===== src/rtl/imem_arb.sv =====
// Arbitrates a fetch port and a load/store port onto one memory port with at most
// one outstanding access; fetch is forced through after STARVE_MAX consecutive losses.
module imem_arb #(
   parameter int XLEN       = 32,
   parameter int STARVE_MAX = 4
) (
   input  logic                clk,
   input  logic                reset_n,
   // fetch port
   input  logic                if_req_i,
   input  logic [XLEN-1:0]     if_adr_i,
   input  logic                if_flush_i,
   output logic                if_gnt_o,
   output logic                if_rvalid_o,
   output logic [31:0]         if_rdata_o,
   // load/store port
   input  logic                ls_req_i,
   input  logic                ls_we_i,
   input  logic [XLEN-1:0]     ls_adr_i,
   input  logic [XLEN-1:0]     ls_wdata_i,
   input  logic [XLEN/8-1:0]   ls_be_i,
   output logic                ls_gnt_o,
   output logic                ls_rvalid_o,
   output logic [XLEN-1:0]     ls_rdata_o,
   // memory port
   output logic                mem_req_o,
   output logic                mem_we_o,
   output logic [XLEN-1:0]     mem_adr_o,
   output logic [XLEN-1:0]     mem_wdata_o,
   output logic [XLEN/8-1:0]   mem_be_o,
   input  logic                mem_gnt_i,
   input  logic                mem_rvalid_i,
   input  logic [XLEN-1:0]     mem_rdata_i
);

   localparam int CW = $clog2(STARVE_MAX + 1);
   localparam logic [CW-1:0] SMAX = CW'(STARVE_MAX);

   typedef enum logic [2:0] {IDLE, REQ, WAIT_IF, WAIT_LS, DROP} state_t;

   state_t          state_q, state_d;
   logic            sel_ls_q, sel_ls_d;
   logic [CW-1:0]   starve_q, starve_d;
   logic            sel_ls;
   logic            req_sel;
   logic            grant;

   always_ff @(posedge clk or negedge reset_n) begin
      if (!reset_n) begin
         state_q  <= IDLE;
         sel_ls_q <= 1'b0;
         starve_q <= '0;
      end else begin
         state_q  <= state_d;
         sel_ls_q <= sel_ls_d;
         starve_q <= starve_d;
      end
   end

   // Outputs are held at zero while reset_n is low, even though the arbitration
   // path from the request inputs is otherwise purely combinational.
   always_comb begin
      state_d     = state_q;
      sel_ls_d    = 1'b0;
      starve_d    = starve_q;
      sel_ls      = 1'b0;
      req_sel     = 1'b0;
      grant       = 1'b0;
      mem_req_o   = 1'b0;
      mem_we_o    = 1'b0;
      mem_adr_o   = '0;
      mem_wdata_o = '0;
      mem_be_o    = '0;
      if_gnt_o    = 1'b0;
      ls_gnt_o    = 1'b0;
      if_rvalid_o = 1'b0;
      if_rdata_o  = '0;
      ls_rvalid_o = 1'b0;
      ls_rdata_o  = '0;
      if (reset_n) begin
         case (state_q)
            IDLE, REQ: begin
               if (state_q == REQ) sel_ls = sel_ls_q;
               else                sel_ls = ls_req_i && !(starve_q == SMAX && if_req_i);
               req_sel   = sel_ls ? ls_req_i : if_req_i;
               grant     = req_sel & mem_gnt_i;
               mem_req_o = req_sel;
               if (req_sel) begin
                  if (sel_ls) begin
                     mem_we_o    = ls_we_i;
                     mem_adr_o   = ls_adr_i;
                     mem_wdata_o = ls_wdata_i;
                     mem_be_o    = ls_be_i;
                  end else begin
                     mem_adr_o   = if_adr_i;
                     mem_be_o    = '1;
                  end
               end
               if_gnt_o = grant & ~sel_ls;
               ls_gnt_o = grant & sel_ls;
               // A flushed fetch that is not granted is withdrawn; one granted in
               // the same cycle still owns the memory response, so it is dropped later.
               if (grant) begin
                  if (sel_ls)          state_d = WAIT_LS;
                  else if (if_flush_i) state_d = DROP;
                  else                 state_d = WAIT_IF;
               end else if (req_sel && !(!sel_ls && if_flush_i)) begin
                  state_d  = REQ;
                  sel_ls_d = sel_ls;
               end else begin
                  state_d  = IDLE;
               end
               if (grant && !sel_ls) begin
                  starve_d = '0;
               end else if (grant && sel_ls && if_req_i) begin
                  if (starve_q != SMAX) starve_d = starve_q + 1'b1;
               end else if (state_q == IDLE && !if_req_i) begin
                  starve_d = '0;
               end
            end
            WAIT_IF: begin
               if (mem_rvalid_i) begin
                  if_rvalid_o = ~if_flush_i;
                  if_rdata_o  = if_flush_i ? '0 : mem_rdata_i[31:0];
                  state_d     = IDLE;
               end else if (if_flush_i) begin
                  state_d     = DROP;
               end
            end
            WAIT_LS: begin
               if (mem_rvalid_i) begin
                  ls_rvalid_o = 1'b1;
                  ls_rdata_o  = mem_rdata_i;
                  state_d     = IDLE;
               end
            end
            DROP: begin
               if (mem_rvalid_i) state_d = IDLE;
            end
            default: state_d = IDLE;
         endcase
      end
   end

endmodule


===== config.mk =====
export PLATFORM = sky130hd
export DESIGN_NAME = imem_arb
export DESIGN_NICKNAME = d
export VERILOG_FILES = /design/src/rtl/imem_arb.sv
export SDC_FILE = /design/constraint.sdc
export NUM_CORES = 1
export LEC_CHECK = 0
export CORE_AREA = 2 2 107 109
export DETAILED_ROUTE_END_ITERATION = 8
export DIE_AREA = 0 0 109 111
export GPL_TIMING_DRIVEN = 0
export MAX_ROUTING_LAYER = met4
export PLACE_DENSITY_LB_ADDON = 0.25
export SLEW_MARGIN = 15
export SYNTH_ARGS = -nofsm -noshare
export SYNTH_HDL_FRONTEND = slang
export SYNTH_SLANG_ARGS = --single-unit

===== constraint.sdc =====
create_clock -name clk -period 3.1 [get_ports clk]
set_input_delay 0.93 -clock clk [delete_from_list [all_inputs] [get_ports clk]]
set_output_delay 0.93 -clock clk [all_outputs]
set_load 0.01 [all_outputs]

==> results_dict.tcl <==
set metrics [dict create \
    vias 3148 \
    slowest_stage "nor3b_4" \
    cts_tree "done" \
    path_clk_slew_ps 40 \
    layout-area-overhead-vs-synth_pct 197 \
    fp.dieH_um 111 \
    port_buffers 277 \
    crit_chain "buf_12, nor3b_4, o211ai_1, buf_4, buf_12, buf_6, buf_6, buf_6, a21oi_2, buf_2" \
    p_sw_w 0.000490 \
    diodes 0 \
    rsz0062_at_grt "true" \
    synth-seq-area-share_pct 10.1 \
    yosysTopAreaCell "and2_1" \
    grt_max_degree 11 \
    async_flop_share_pct 100 \
    synth_adder_area_share_pct 1.44 \
    hp-start "starve_q[0]" \
    ant_nets 0 \
    leakagePower_nw 2.74 \
    r2r-end "state_q[1]" \
    p_int_w 0.000815 \
    yosys.area_share.simple_pct 61.1 \
    gr-total-overflow 0 \
    timing.hold.ws_ps 560 \
    numCtsBuffers 3 \
    cts_root_buf "clkbuf_16" \
    antenna_found_initial 0 \
    power_density_mw_per_mm2 253 \
    yosysUniqueCellTypes 40 \
    violations "setup timing" \
    synth_compound_area_share_pct 18.1 \
    wl_per_cell_um 13.9 \
    synth.top_cell.area_share_pct 35.6 \
    hold_viol 0 \
    final_nets 755 \
    r2r_slack_ps 1230 \
    path_max_fanout 5 \
    combPwrFrac_pct 72.8 \
    avgSynthCellArea_sq_um 5.99 \
    routed_via_density 4.17 \
    synth.most_common_cell "and2_1" \
    worstSetupPathType "input pin to output pin" \
    synth_ff_type "dfrtp_1" \
    cts_sinks 7 \
    drv_cap 0 \
    cp_common_cell "buf_6" \
    cpPeakStageDelay_ps 230 \
    h-tree-depth 1 \
    routed_wl_um 10500 \
    finClkSkew_ps 3.79 \
    critPathRequiredTime_ps 2170 \
    power_frac_clock_pct 17.7 \
    yosys-top-cells-count "99 x and2_1, 67 x nand2_1, 35 x a21oi_1" \
    drt_iter0_markers 57 \
    yosys_warnings 0 \
    hold_path_class "register to register" \
    dp_hpwl_um 8000 \
    final_layout_size_suffix_gt1_share_pct 30.9 \
    setup_viol 12 \
    syn_inst 290 \
    die_w_um 109 \
    rr_startpoint "state_q[2]" \
    setup_tns_ps -424 \
    start_util_pct 15.7 \
    place_area_sq_mm 0.00469 \
    slew-limit-headroom_pct 72.3 \
    ios 278 \
    slew_violations 0 \
    synth_nets 432 \
    hold_path_depth 1 \
    drc 0 \
    grt_pass1_wl_um 15200 \
    status "complete, but fails checks" \
    arrival_ps 2280 \
    critPathLaunchType "input pin" \
    fmax_mhz 312 \
    final_util_pct 46.6 \
    worstRegToRegCells 7 \
    synth_edf_count 0 \
    switching_share_pct 37.6 \
    place_congestion 0.812 \
    post-route-cell-area_sq_mm 0.00516 \
    min_period_over_period_pct 104 \
    hold-path-endpoint "starve_q[0]" \
    fp.dieArea_sq_mm 0.0121 \
    tightest_slew_ps 410 \
    cts_buffer_depth 2 \
    cpLargestDelayFamily "buffers and inverters" \
    clk_latency_ps 240 \
    cp_num_buf_inv 7 \
    synth_seq_cells 7 \
    core-area_sq_mm 0.0111 \
    grt.total_usage_pct 16.1 \
    syn-cell-area_sq_mm 0.00174 \
    first_global_vias 3087 \
    ys_top_cells_by_area "and2_1 36%, nand2_1 14%, a21oi_1 10%, dfrtp_1 10%, nor2_1 3.2%" \
    power_frac_seq_pct 9.5 \
    max-vdd-ir-drop_uv 161 \
    muxShareOfSynthArea_pct 0.648 \
    rows 39 \
    yosys.area_share.xor_xnor_pct 0 \
    dr.pass1.iters 4 \
    setup_slack_ps -110 \
    crit_path_end_kind "output pin" \
    synth_top_family_by_area "simple AND/OR/NAND/NOR gates" \
    finalCriticalPeriod_ps 3210 \
]
[through the flow]
step           setup slack, ps  power (W)  instances
2_1_floorplan              222   0.000472        290
3_3_place_gp             -1390   0.000913        710
3_5_place_dp             -1430   0.000926        710
4_1_cts                   -102    0.00131        749
5_1_grt                   -183    0.00140        755
6_report                  -110    0.00131        755
[sequential cells by signal, indices dropped and copies added (netlist names)]
signal	count
starve_q	3
sel_ls_q	1
state_q	3
[area by class of cell]
cell class	count	area, sq um
fillers	1096	5920
repair buffers	320	2910
multi-input cells	254	1570
plain buffers	20	223
well taps	143	179
flip-flops and latches	7	176
clock buffers	4	78.8
inverters	7	26.3
[metal layers]
layer / track usage [%] / vias up / share of wire, %
li1: - / 1586 / -
met4: 2.82 / 0 / 0.73
met1: 17.6 / 1417 / 38
met3: 2.88 / 9 / 8.1
met5: - / - / 0
met2: 30.1 / 136 / 53
[cells by family (layout without fill, tap and decap cells)]
group                      count (synthesis)  in the layout
muxes                                      1              1
AOI/OAI and AO/OA                         52             52
adders and majority gates                  2              2
DFF                                        7              7
buffers and inverters                     29            351
and+or+nand+nor                          199            199
[power by group through the flow]
stage | registers (W) | clock network, W | logic, W
3_3_place_gp | 0.000121 | 0 | 0.000792
5_1_grt | 0.000126 | 0.000234 | 0.00104
4_1_cts | 0.000124 | 0.000231 | 0.000955
6_report | 0.000124 | 0.000231 | 0.000951
2_1_floorplan | 0.000119 | 0 | 0.000353
3_5_place_dp | 0.000122 | 0 | 0.000804
[worst max-delay path by stage]
stage                         from             to  slack (ps)  depth (start not counted)
after detailed placement   reset_n  mem_adr_o[20]       -1430                          7
after global routing       reset_n  mem_adr_o[14]        -180                         10
after global placement     reset_n  mem_adr_o[20]       -1390                          7
after CTS                 if_req_i  mem_adr_o[26]        -100                         10
after floorplan           ls_req_i  mem_adr_o[15]         220                          5
final                      reset_n  mem_adr_o[14]        -110                         10
[placed cells by master, fill, tap and decap left out, types with 5 or more instances in the layout]
cell type and count:
dlygate4sd2_1 39, clkdlybuf4s15_2 15, a21oi_2 15, buf_4 32, dfrtp_1 6, o21ai_0 5
nand2_1 66, clkdlybuf4s50_1 135, clkbuf_8 5, a21oi_1 19, and2_1 94, buf_2 57
clkdlybuf4s15_1 5, and2_4 5, nor2_1 12, buf_6 21, clkbuf_2 6, buf_12 7
dlymetal6s2s_1 13, inv_1 7
[what timing repair did]
action                     CTS  global route
setup endpoints to repair  138            68
gates cloned                 4             0
pin swaps                    6             9
buffers inserted            31            12
hold buffers                 0             0
gates resized for setup    437            56
No activity file was read; power rests on OpenSTA's default activity.
